==> config.mk <==
export PLATFORM = sky130hd
export DESIGN_NAME = serial_to_parallel
export DESIGN_NICKNAME = d
export VERILOG_FILES = /design/src/rtl/s2p_pkg.sv /design/src/rtl/serial_to_parallel.sv
export SDC_FILE = /design/constraint.sdc
export NUM_CORES = 1
export LEC_CHECK = 0
export BUFFER_PORTS_ARGS = -buffer_cell sky130_fd_sc_hd__buf_2
export CAP_MARGIN = 20
export CORE_UTILIZATION = 30
export DETAILED_ROUTE_END_ITERATION = 7
export PLACE_DENSITY = 0.58
export SLEW_MARGIN = 20
export SYNTH_ARGS = -nofsm -noshare
export SYNTH_HDL_FRONTEND = slang
export SYNTH_SLANG_ARGS = --single-unit
==> constraint.sdc <==
create_clock -name clk -period 1.95 [get_ports clk]
set_clock_uncertainty 0.15 [all_clocks]
set_input_delay 0.2925 -clock clk [delete_from_list [all_inputs] [get_ports clk]]
set_output_delay 0.2925 -clock clk [all_outputs]
set_load 0.01 [all_outputs]
==> src/rtl/s2p_pkg.sv <==
// Shared FSM state type for the serial-to-parallel converter.
package s2p_pkg;

  typedef enum logic {
    COLLECT = 1'b0,
    FULL    = 1'b1
  } s2p_state_e;

endpackage

==> src/rtl/serial_to_parallel.sv <==
// Assembles LSB-first serial bits into DATA_W-bit words; word valid 1 cycle after its last bit.
// Output register decouples assembly; a second completed word stalls s_ready_o until the output drains.
module serial_to_parallel
  import s2p_pkg::*;
#(
  parameter int DATA_W   = 4,
  parameter int COUNTLEN = 2
) (
  input  logic              clk,
  input  logic              reset,
  input  logic              s_valid_i,
  input  logic              s_data_i,
  output logic              s_ready_o,
  output logic              p_valid_o,
  output logic [DATA_W-1:0] p_data_o,
  input  logic              p_ready_i
);

  s2p_state_e          state_q, state_d;
  logic [COUNTLEN-1:0] bit_cnt_q, bit_cnt_d;
  logic [DATA_W-1:0]   asm_q, asm_d;
  logic [DATA_W-1:0]   p_data_q, p_data_d;
  logic                p_valid_q, p_valid_d;
  logic                s_xfer;
  logic                last_bit;

  assign s_xfer   = s_valid_i && (state_q == COLLECT);
  assign last_bit = (bit_cnt_q == COUNTLEN'(DATA_W - 1));

  always_comb begin
    state_d   = state_q;
    bit_cnt_d = bit_cnt_q;
    asm_d     = asm_q;
    p_data_d  = p_data_q;
    // A parallel transfer empties the output unless a new word replaces it below.
    p_valid_d = p_valid_q && !p_ready_i;

    case (state_q)
      COLLECT: begin
        if (s_xfer) begin
          asm_d[bit_cnt_q] = s_data_i;
          if (last_bit) begin
            bit_cnt_d = '0;
            if (!p_valid_q || p_ready_i) begin
              p_data_d  = asm_d;
              p_valid_d = 1'b1;
            end else begin
              state_d = FULL;
            end
          end else begin
            bit_cnt_d = bit_cnt_q + 1'b1;
          end
        end
      end
      FULL: begin
        // p_valid_q is always set here, so p_ready_i alone means the output drains.
        if (p_ready_i) begin
          p_data_d  = asm_q;
          p_valid_d = 1'b1;
          state_d   = COLLECT;
        end
      end
    endcase
  end

  always_ff @(posedge clk) begin
    if (reset) begin
      state_q   <= COLLECT;
      bit_cnt_q <= '0;
      asm_q     <= '0;
      p_data_q  <= '0;
      p_valid_q <= 1'b0;
    end else begin
      state_q   <= state_d;
      bit_cnt_q <= bit_cnt_d;
      asm_q     <= asm_d;
      p_data_q  <= p_data_d;
      p_valid_q <= p_valid_d;
    end
  end

  assign s_ready_o = (state_q == COLLECT);
  assign p_valid_o = p_valid_q;
  assign p_data_o  = p_data_q;

endmodule
# ---- Word level (Yosys, flattened, before mapping)
# Index checks and enable logic that the tools add are counted.
dict set report word_totals {
  rom_bits 0
  n_memories 0
  reg_bits 12
  latchBits 0
  mem_bits_rw 0
  out_inout_bits 6
  in_bits 5
  word_cells 41
}
dict set report op_classes {
  shift 0
  div_mod_pow 0
  add_sub_neg 1
  eq_ne 5
  magnitude_cmp 2
  bitwise_logic 1
  reduce_logical 8
  multipliers 0
  n_mux 19
}
# cell count
set op_table {}
lappend op_table {{two-way mux 4 bit} 4}
lappend op_table {{two-way mux 1 bit} 9}
lappend op_table {{one-hot mux 4 bit (2 select lines)} 1}
lappend op_table {{!= test 2 x 1 -> 1 bit, second input constant} 3}
lappend op_table {{bitwise mux 4 bit} 1}
lappend op_table {{one-hot mux 1 bit (2 select lines)} 2}
lappend op_table {{AND reduction 4 bit} 1}
lappend op_table {{logical AND 1 bit} 3}
lappend op_table {{< comparator 2 x 3 -> 1 bit, second input constant} 1}
lappend op_table {{adder 2 x 1 -> 2 bit, second input constant} 1}
lappend op_table {{demux 1 bit (select 2 bit)} 1}
lappend op_table {{equality test 2 bit, second input constant} 1}
lappend op_table {{>= comparator 2 x 1 -> 1 bit, second input constant} 1}
lappend op_table {{zero test 1 bit} 2}
lappend op_table {{two-way mux 2 bit} 1}
lappend op_table {{!= test 2 bit, second input constant} 1}
lappend op_table {{AND reduction 2 bit} 1}
lappend op_table {{logical OR 1 bit} 1}
lappend op_table {{inverter 1 bit} 1}

# ---- Longest topological paths before layout
# Gate-level depths: netlist (run 1).
dict set report depth {
  depth_word 9
  mapped_depth 5
  depth_no_buf 5
}

# ---- Worst setup path after synthesis (run 1)
# Ideal clock, no wire load.
dict set report synth_path {
  path_kind {register to register}
  startpoint {register bit_cnt_q[0]}
  endpoint {register p_data_q[0] (netlist: p_data_o[0])}
  n_path_buf 0
  arrival_time_ps 1187
  setup_ps 91
  required_ps 1709
  slack_ps 522
  period_less_slack_ps 1428
  stages_incl_launch_ff 6
  path_cell_list {dfxtp_1 -> inv_1 -> ha_1 -> and2b_2 -> mux2i_1 -> a311oi_1}
}
dict set report synth_between {
  elab_chain_len 9
  word_cells_on_any_way 13
  cone_classes {order compare: 2; eq/ne: 2; mux: 7; reduce/logical: 2}
}
# element line
set synth_lines {}
lappend synth_lines {{start: declaration} serial_to_parallel.sv:20} ;# logic [COUNTLEN-1:0] bit_cnt_q, bit_cnt_d;
lappend synth_lines {{start signal: assignment} serial_to_parallel.sv:75} ;# bit_cnt_q <= bit_cnt_d;
lappend synth_lines {{< comparator 2 x 3 -> 1 bit (not written as such) or >= comparator 2 x 1 -> 1 bit (tied branches)} serial_to_parallel.sv:41} ;# asm_d[bit_cnt_q] = s_data_i;
lappend synth_lines {{logical AND 1 bit (not written as such)} serial_to_parallel.sv:41}
lappend synth_lines {{two-way mux 1 bit (not written as such)} serial_to_parallel.sv:41}
lappend synth_lines {{demux 1 bit (select 2 bit)} serial_to_parallel.sv:41}
lappend synth_lines {{bitwise mux 4 bit} serial_to_parallel.sv:41}
lappend synth_lines {{two-way mux 4 bit} serial_to_parallel.sv:44} ;# if (!p_valid_q || p_ready_i) begin
lappend synth_lines {{two-way mux 4 bit} serial_to_parallel.sv:42} ;# if (last_bit) begin
lappend synth_lines {{two-way mux 4 bit} serial_to_parallel.sv:40} ;# if (s_xfer) begin
lappend synth_lines {{one-hot mux 4 bit (2 select lines)} serial_to_parallel.sv:38} ;# case (state_q)
lappend synth_lines {{end signal: assignment} serial_to_parallel.sv:77} ;# p_data_q <= p_data_d;
lappend synth_lines {{end: declaration} serial_to_parallel.sv:22} ;# logic [DATA_W-1:0] p_data_q, p_data_d;
# Parallel ways exist; a longest one is shown, timed or not. The select of a mux whose other input is x is not followed.
# A chain may end at the register's enable or synchronous reset.

# ---- Final worst setup path (run 1)
dict set report layout_path {
  startpoint {register bit_cnt_q[0]}
  endpoint {register p_data_q[2] (netlist: p_data_o[2])}
}
# Same word-level chain as after synthesis.

==> results of run 1 <==
-- registers in the layout, indices dropped and copies added, names as in the netlist --
name and flops:
p_data_o 4, bit_cnt_q 2, p_valid_o 1, asm_q 4, state_q 1
-- logic make-up after synthesis --
logic type               count (synthesis)  synth area share, %
AND/OR/NAND/NOR                         18                17.15
AO/OA/AOI/OAI                           13                15.40
flip-flops                              12                37.43
multiplexers                            10                15.60
buffers and inverters                    6                4.679
adder cells (fa/ha/maj)                  5                9.747
-- where the power goes --
part	switching (µW)	internal (µW)	total, µW	leakage (µW)
clock	85.5	113	199	0.0000210
sequential	7.70	254	261	0.0000974
combinational	32.5	32.2	64.7	0.000204
-- metal layers --
metal  global-route usage [%]  part of all wire [%]
met1                    14.99                    51
met4                    6.667                   1.3
met3                    3.333                   2.9
met5                        0                     0
met2                    14.93                    44
-- critical path, cell delays in order (launching register included) --
cell and delay [ps]:
dfxtp_1 430, inv_1 90, ha_1 220, and2b_2 200, mux2i_1 120, a311oi_1 260
-- cells in the final DEF (no fill, tap or decap) --
cell and instances:
a311oi_1 4, nor2_1 6, nor3_1 1, inv_1 3, a31oi_1 1, clkbuf_4 3
and2b_2 5, a21oi_1 6, nand3b_1 4, a21o_2 1, mux2i_1 10, buf_2 10
clkbuf_8 1, ha_1 5, nand2_1 1, nand3_1 1, dfxtp_1 12, o21bai_4 1
-- through the flow --
| step | setup WS, ps | hold WS [ps] | total power (µW) | std cells |
|---|---|---|---|---|
| floorplan | 522.1 | 214.6 | 315.1 | 64 |
| global placement | 460.5 | 295.6 | 330.8 | 98 |
| detailed placement | 414.4 | 307.3 | 332.2 | 98 |
| CTS | 391.8 | 57.25 | 537.2 | 102 |
| global route | 280.7 | 70.91 | 555.4 | 102 |
| finish | 394.7 | 65.44 | 524.8 | 102 |
-- how the worst max path moves through the flow --
stage	start	endpoint	slack, ps	depth (start not counted)
floorplan	bit_cnt_q[0]$_SDFFE_PP0P_	p_data_o[0]$_SDFFE_PP0P_	520	5
global placement	bit_cnt_q[0]$_SDFFE_PP0P_	p_data_o[2]$_SDFFE_PP0P_	460	5
detailed placement	bit_cnt_q[0]$_SDFFE_PP0P_	p_data_o[2]$_SDFFE_PP0P_	410	5
CTS	bit_cnt_q[0]$_SDFFE_PP0P_	p_data_o[2]$_SDFFE_PP0P_	390	5
global route	bit_cnt_q[0]$_SDFFE_PP0P_	p_data_o[2]$_SDFFE_PP0P_	280	5
finish	bit_cnt_q[0]$_SDFFE_PP0P_	p_data_o[2]$_SDFFE_PP0P_	390	5
-- cell type report --
class                      count  share of cell area, %
inverter                       3                  1.515
timing repair buffer          10                  6.734
clock buffer                   4                  4.882
sequential                    12                  32.32
tap                           27                  4.545
multi-input combinational     46                  50.00
==> tab_implementation.tex, run 1 <==
\begin{tabular}{lr}
\hline
Metric & Value \\
\hline
\multicolumn{2}{l}{\textbf{Detailed routing}} \\
Number of DRC markers in iteration 0 & 7 \\
Routed wirelength normalized by instance count & 10.95 µm \\
Drt drc & 0 \\
Number of antenna-violating nets in the routed design & 0 \\
Overall via count from detail\_route & 469 \\
Average vias per placed instance & 4.598 \\
First-pass iteration count of the detailed router & 3 \\
Total Routed Length & 1.117 mm \\
\multicolumn{2}{l}{\textbf{Setup path}} \\
R2r worst-path depth & 5 \\
Peak fanout along the critical path & 6 \\
Worst reg2reg setup slack & 390 ps \\
Required time worst endpoint & 1990 ps \\
Worst Setup Start Kind & register \\
Arr. time, crit path & 1590 ps \\
Class of the most critical setup path & reg2reg \\
Kind of capture point of the worst setup path & register \\
Reg-to-reg startpoint & bit\_cnt\_q[0]\$\_SDFFE\_PP0P\_ \\
Worst reg2reg path endpoint & p\_data\_o[2]\$\_SDFFE\_PP0P\_ \\
\multicolumn{2}{l}{\textbf{Die}} \\
Initial cell density of the core & 32.39\% \\
Standard-cell rows & 16 \\
Vertical die dimension & 48.26 µm \\
Die area & 0.002329 mm² \\
Top-level port count & 11 \\
Core Footprint & 0.001982 mm² \\
Chip Width & 48.26 µm \\
\multicolumn{2}{l}{\textbf{Synth}} \\
Most numerous cell in the Yosys netlist & dfxtp\_1 \\
Syn\_nets & 74 \\
Cells after Synth & 64 \\
Area share of the largest cell type after synthesis & 37.43\% \\
Synth Area per Inst & 10.03 µm² \\
Number of distinct library cell variants in the gate-level netlist after synthesis & 17 \\
Cell area after synthesis & 641.9 µm² \\
Fraction of registers with async set or reset after synthesis & 0\% \\
Primary flip-flop cell chosen by synthesis mapping & dfxtp\_1 \\
Yosys warning count & 0 \\
Area leader, netlist & dfxtp\_1 \\
Largest cells by area after synthesis & dfxtp\_1 37\%, mux2i\_1 16\%, ha\_1 9.7\%, and2b\_2 6.8\%, a311oi\_1 5.5\% \\
\#FFs+latches synth & 12 \\
Sequential element share of the synthesized area & 37.43\% \\
Number of enable-type register cells in the synthesized netlist & 0 \\
Most numerous cell types in the synthesized netlist & 12 x dfxtp\_1, 10 x mux2i\_1, 6 x a21oi\_1, 6 x nor2\_1 \\
\multicolumn{2}{l}{\textbf{Clock tree}} \\
Clock Root Buffer & clkbuf\_4 \\
Clock slew seen by the registers of the worst setup and hold paths & 80 ps \\
\# resized after CTS & 0 \\
Number of buffers on the longest clock path & 2 \\
Max H-tree Level & 1 \\
Post-CTS setup repair buffer count & 0 \\
Sink count of the clock tree & 12 \\
Clock Latency Late Sink & 270 ps \\
TritonCTS clock tree & yes \\
TritonCTS Buffers & 3 \\
Quantity of hold-fixing buffers added after cts & 0 \\
\multicolumn{2}{l}{\textbf{Placed design}} \\
Placed wire-length estimate after detailed placement & 822.6 µm \\
Last weighted congestion value of the routability-driven placer & 0.6877 \\
Cell area after placement & 706.9 µm² \\
Port Buffer Count & 10 \\
\multicolumn{2}{l}{\textbf{GRT}} \\
GRT Total Usage & 10.98\% \\
Total overflow reported by the global router & 0 \\
Wire length of the first global-routing pass & 1.718 mm \\
Pin count of the biggest net entering global routing & 15 \\
Initial antenna violation count & 0 \\
Number of global-route vias before repair & 400 \\
\multicolumn{2}{l}{\textbf{Run status}} \\
Run status & completed \\
\multicolumn{2}{l}{\textbf{STA}} \\
Final Critical Period & 1555 ps \\
Slew headroom & 69.35\% \\
Final critical-path share of the clock period & 79.76\% \\
Transition time at the pin with the least slew margin & 459.1 ps \\
Setup repair after global routing missed its margin & no \\
Final Setup Violations & 0 \\
Highest Clock Rate & 642.9 MHz \\
Number of endpoints with negative hold slack in the final report & 0 \\
Post-Route Setup TNS & 0 ps \\
Final max-slew violation count & 0 \\
\multicolumn{2}{l}{\textbf{Finish}} \\
Number of fill cells & 208 \\
Growth of design area from synthesis to finish & 15.79\% \\
FF/Latch Area & 240.2 µm² \\
Final net count & 86 \\
Post-route cell area & 743.2 µm² \\
Layout cells sized above 1 & 28.00\% \\
Count of antenna diodes in the layout & 0 \\
Area used by multi-input combinational logic & 371.6 µm² \\
Final core utilization & 37.50\% \\
\multicolumn{2}{l}{\textbf{Hold path}} \\
Hold-critical path endpoint & state\_q\$\_SDFF\_PP0\_ \\
Type of the most critical hold path & in2reg \\
Hold-critical path depth & 2 \\
HP Start & p\_ready\_i \\
\multicolumn{2}{l}{\textbf{Pwr}} \\
Worst IR Drop VDD & 0.2805 mV \\
Leakage dissipation & 0.0003227 µW \\
Cell Pwr Density & 706.2 mW/mm² \\
\multicolumn{2}{l}{\textbf{Run}} \\
\# Max-Cap Violations & 0 \\
\hline
\end{tabular}
Power figures use the tool's default switching activity.
==> run 2, diff against run 1 <==
--- a/config.mk
+++ b/config.mk
@@ -9,7 +9,7 @@
 export CAP_MARGIN = 20
 export CORE_UTILIZATION = 30
 export DETAILED_ROUTE_END_ITERATION = 7
-export PLACE_DENSITY = 0.58
+export PLACE_DENSITY = 0.6
 export SLEW_MARGIN = 20
 export SYNTH_ARGS = -nofsm -noshare
 export SYNTH_HDL_FRONTEND = slang
==> constraint.sdc (replaced) <==
create_clock -name clk -period 1.3 [get_ports clk]
set_clock_uncertainty 0.15 [all_clocks]
set_input_delay 0.195 -clock clk [delete_from_list [all_inputs] [get_ports clk]]
set_output_delay 0.195 -clock clk [all_outputs]
set_load 0.01 [all_outputs]
==> run 2 against run 1 <==
The run now ends with setup timing left. Sequential power is 50% higher. Sequential share of layout area fell by 3.2 points. Highest routed layer is now met3. Count of clock-buffer cells in the layout unchanged. Global-route usage is 0.68 points higher. Critical path depth unchanged. Utilization rose by 5.7 points. Power grew 43%. Setup slack got worse by 480 ps. Via count is 8.3% higher. Die area stayed put. First-iteration DRC count fell by 57%. Worst hold slack improved by 28 ps.
==> tab_implementation.tex, run 2 (synthesis results as in run 1) <==
\begin{tabular}{lr}
\hline
Metric & Value \\
\hline
\multicolumn{2}{l}{\textbf{Run}} \\
\# Max-Cap Violations & 0 \\
\multicolumn{2}{l}{\textbf{Finish}} \\
Layout cells sized above 1 & 45.24\% \\
Post-route cell area & 855.8 µm² \\
Final net count & 95 \\
Count of antenna diodes in the layout & 0 \\
Growth of design area from synthesis to finish & 33.33\% \\
Most frequent cells in the layout & 10 x mux2i\_1, 10 x buf\_2, 9 x dfxtp\_1 \\
Number of non-filler instances in the completed layout & 111 \\
\multicolumn{2}{l}{\textbf{Hold path}} \\
Hold-critical path depth & 2 \\
Hold-critical path endpoint & bit\_cnt\_q[0]\$\_SDFFE\_PP0P\_ \\
HP Start & reset \\
Type of the most critical hold path & in2reg \\
\multicolumn{2}{l}{\textbf{Detailed routing}} \\
Number of DRC markers in iteration 0 & 3 \\
Total Routed Length & 1.231 mm \\
Overall via count from detail\_route & 508 \\
Routed wirelength normalized by instance count & 11.09 µm \\
First-pass iteration count of the detailed router & 3 \\
Number of antenna-violating nets in the routed design & 0 \\
Average vias per placed instance & 4.577 \\
Drt drc & 0 \\
\multicolumn{2}{l}{\textbf{Setup path}} \\
Worst Setup Start Kind & register \\
Arr. time, crit path & 1410 ps \\
Slowest cell on crit path & dfxtp\_4 \\
Worst reg2reg setup slack & -90 ps \\
Largest stage delay on the critical path & 380 ps \\
Required time worst endpoint & 1320 ps \\
R2r worst-path depth & 5 \\
Worst reg2reg path endpoint & p\_data\_o[2]\$\_SDFFE\_PP0P\_ \\
Peak fanout along the critical path & 4 \\
Kind of capture point of the worst setup path & register \\
Critical path, cell by cell & inv\_4, ha\_2, and2b\_2, mux2i\_1, a311oi\_1 \\
Class of the most critical setup path & reg2reg \\
Reg-to-reg startpoint & bit\_cnt\_q[0]\$\_SDFFE\_PP0P\_ \\
\multicolumn{2}{l}{\textbf{Pwr}} \\
Proportion of power drawn by the clock network & 31.8\% \\
Leakage dissipation & 0.0003682 µW \\
Seq pwr share & 52.2\% \\
Net switching power & 188.3 µW \\
Int Power & 560.4 µW \\
Cell Pwr Density & 874.8 mW/mm² \\
Switching share of power & 25.15\% \\
Portion of total power attributed to combinational logic & 15.9\% \\
Worst IR Drop VDD & 0.6130 mV \\
\multicolumn{2}{l}{\textbf{Run status}} \\
Run status & finished with violations \\
Violated checks & setup timing \\
\multicolumn{2}{l}{\textbf{Placed design}} \\
Cell area after placement & 767.0 µm² \\
Last weighted congestion value of the routability-driven placer & 0.7316 \\
Placed wire-length estimate after detailed placement & 871.3 µm \\
Port Buffer Count & 10 \\
Instance count after placement with tap cells included & 104 \\
\multicolumn{2}{l}{\textbf{Clock tree}} \\
TritonCTS clock tree & yes \\
Number of buffers on the longest clock path & 2 \\
Clock slew seen by the registers of the worst setup and hold paths & 80 ps \\
TritonCTS Buffers & 3 \\
Clock Latency Late Sink & 270 ps \\
Clock Root Buffer & clkbuf\_4 \\
Max H-tree Level & 1 \\
Sink count of the clock tree & 12 \\
\multicolumn{2}{l}{\textbf{STA}} \\
Number of endpoints with negative hold slack in the final report & 0 \\
Setup repair after global routing missed its margin & yes \\
Final Critical Period & 1389 ps \\
Final critical-path share of the clock period & 106.8\% \\
Final worst slack & -88.51 ps \\
Final max-slew violation count & 0 \\
Slew headroom & 85.30\% \\
Transition time at the pin with the least slew margin & 220.0 ps \\
Highest Clock Rate & 720.2 MHz \\
Final Setup Violations & 5 \\
\multicolumn{2}{l}{\textbf{Die}} \\
Die area & 0.002329 mm² \\
Standard-cell rows & 16 \\
Chip Width & 48.26 µm \\
Top-level port count & 11 \\
Core Footprint & 0.001982 mm² \\
Initial cell density of the core & 32.39\% \\
Vertical die dimension & 48.26 µm \\
\multicolumn{2}{l}{\textbf{GRT}} \\
Pin count of the biggest net entering global routing & 13 \\
Initial antenna violation count & 0 \\
GRT Total Usage & 11.65\% \\
Total overflow reported by the global router & 0 \\
Number of global-route vias before repair & 431 \\
Wire length of the first global-routing pass & 1.876 mm \\
\hline
\end{tabular}
[run 2: cell count changes in the layout (fill, tap and decap cells not counted), sizes merged]
cell	change
buf	+8
dlygate4sd3	+1
[run 2: how the worst max path moves through the flow]
stage	from	to	slack, ps	depth (start not counted)
after floorplan	bit_cnt_q[0]$_SDFFE_PP0P_	p_data_o[2]$_SDFFE_PP0P_	-20	5
after detailed placement	state_q$_SDFF_PP0_	p_data_o[0]$_SDFFE_PP0P_	-80	4
after CTS	bit_cnt_q[0]$_SDFFE_PP0P_	p_data_o[2]$_SDFFE_PP0P_	-100	5
final	bit_cnt_q[0]$_SDFFE_PP0P_	p_data_o[2]$_SDFFE_PP0P_	-90	5
after global routing	bit_cnt_q[0]$_SDFFE_PP0P_	p_data_o[2]$_SDFFE_PP0P_	-170	5
after global placement	state_q$_SDFF_PP0_	p_data_o[2]$_SDFFE_PP0P_	-60	4
[run 2: layer usage]
layer  global-route usage, %  vias up  wire length [µm]
li1                        -      267                 -
met3                   3.333        0                47
met2                   17.33        6               542
met4                   3.333        0                 0
met5                       0        -                 0
met1                   16.29      235               642
[run 2: cell type report]
class | instances | area, µm²
clock buffer | 4 | 26.28
fill | 200 | 1126
inverter | 3 | 13.76
multi-input combinational | 46 | 397.9
sequential | 12 | 249.0
tap | 27 | 33.78
timing repair buffer | 19 | 135.1
[run 2: power groups by stage]
stage	Sequential, µW	Clock (µW)	Combinational (µW)
2_1_floorplan	402	0	74.8
3_3_place_gp	400	0	110
3_5_place_dp	401	0	111
4_1_cts	391	244	119
5_1_grt	393	264	133
6_report	391	238	119
[run 2: repair_timing]
item,in CTS,in global routing
setup endpoints to repair,5,6
hold buffers,1,0
endpoints found under the hold margin,1,0
buffers inserted,1,0
gates cloned,0,1
gates resized for setup,8,2
[run 2: worst max-delay path, delay by kind of cell, from the launching register on]
kind / cells / cell delay [ps]
flip-flops: 1 / 380
AO/OA/AOI/OAI: 1 / 240
AND/OR/NAND/NOR: 1 / 190
adder cells (fa/ha/maj): 1 / 170
multiplexers: 1 / 120
buffers and inverters: 1 / 40
[run 2: per-stage QoR]
step / util (%) / setup WS [ps] / hold slack, ps / TNS (ps) / total power (µW)
after floorplan: - / -19.91 / 117.1 / -41.23 / 476.7
after global placement: 38.70 / -63.87 / 262.1 / -205.7 / 510.3
after detailed placement: 38.70 / -82.66 / 277.9 / -258.5 / 511.7
after CTS: 42.42 / -97.25 / 88.07 / -327.6 / 754.4
after global routing: 43.18 / -169.4 / 85.00 / -674.8 / 789.8
final: 43.18 / -88.51 / 93.61 / -317.1 / 748.7
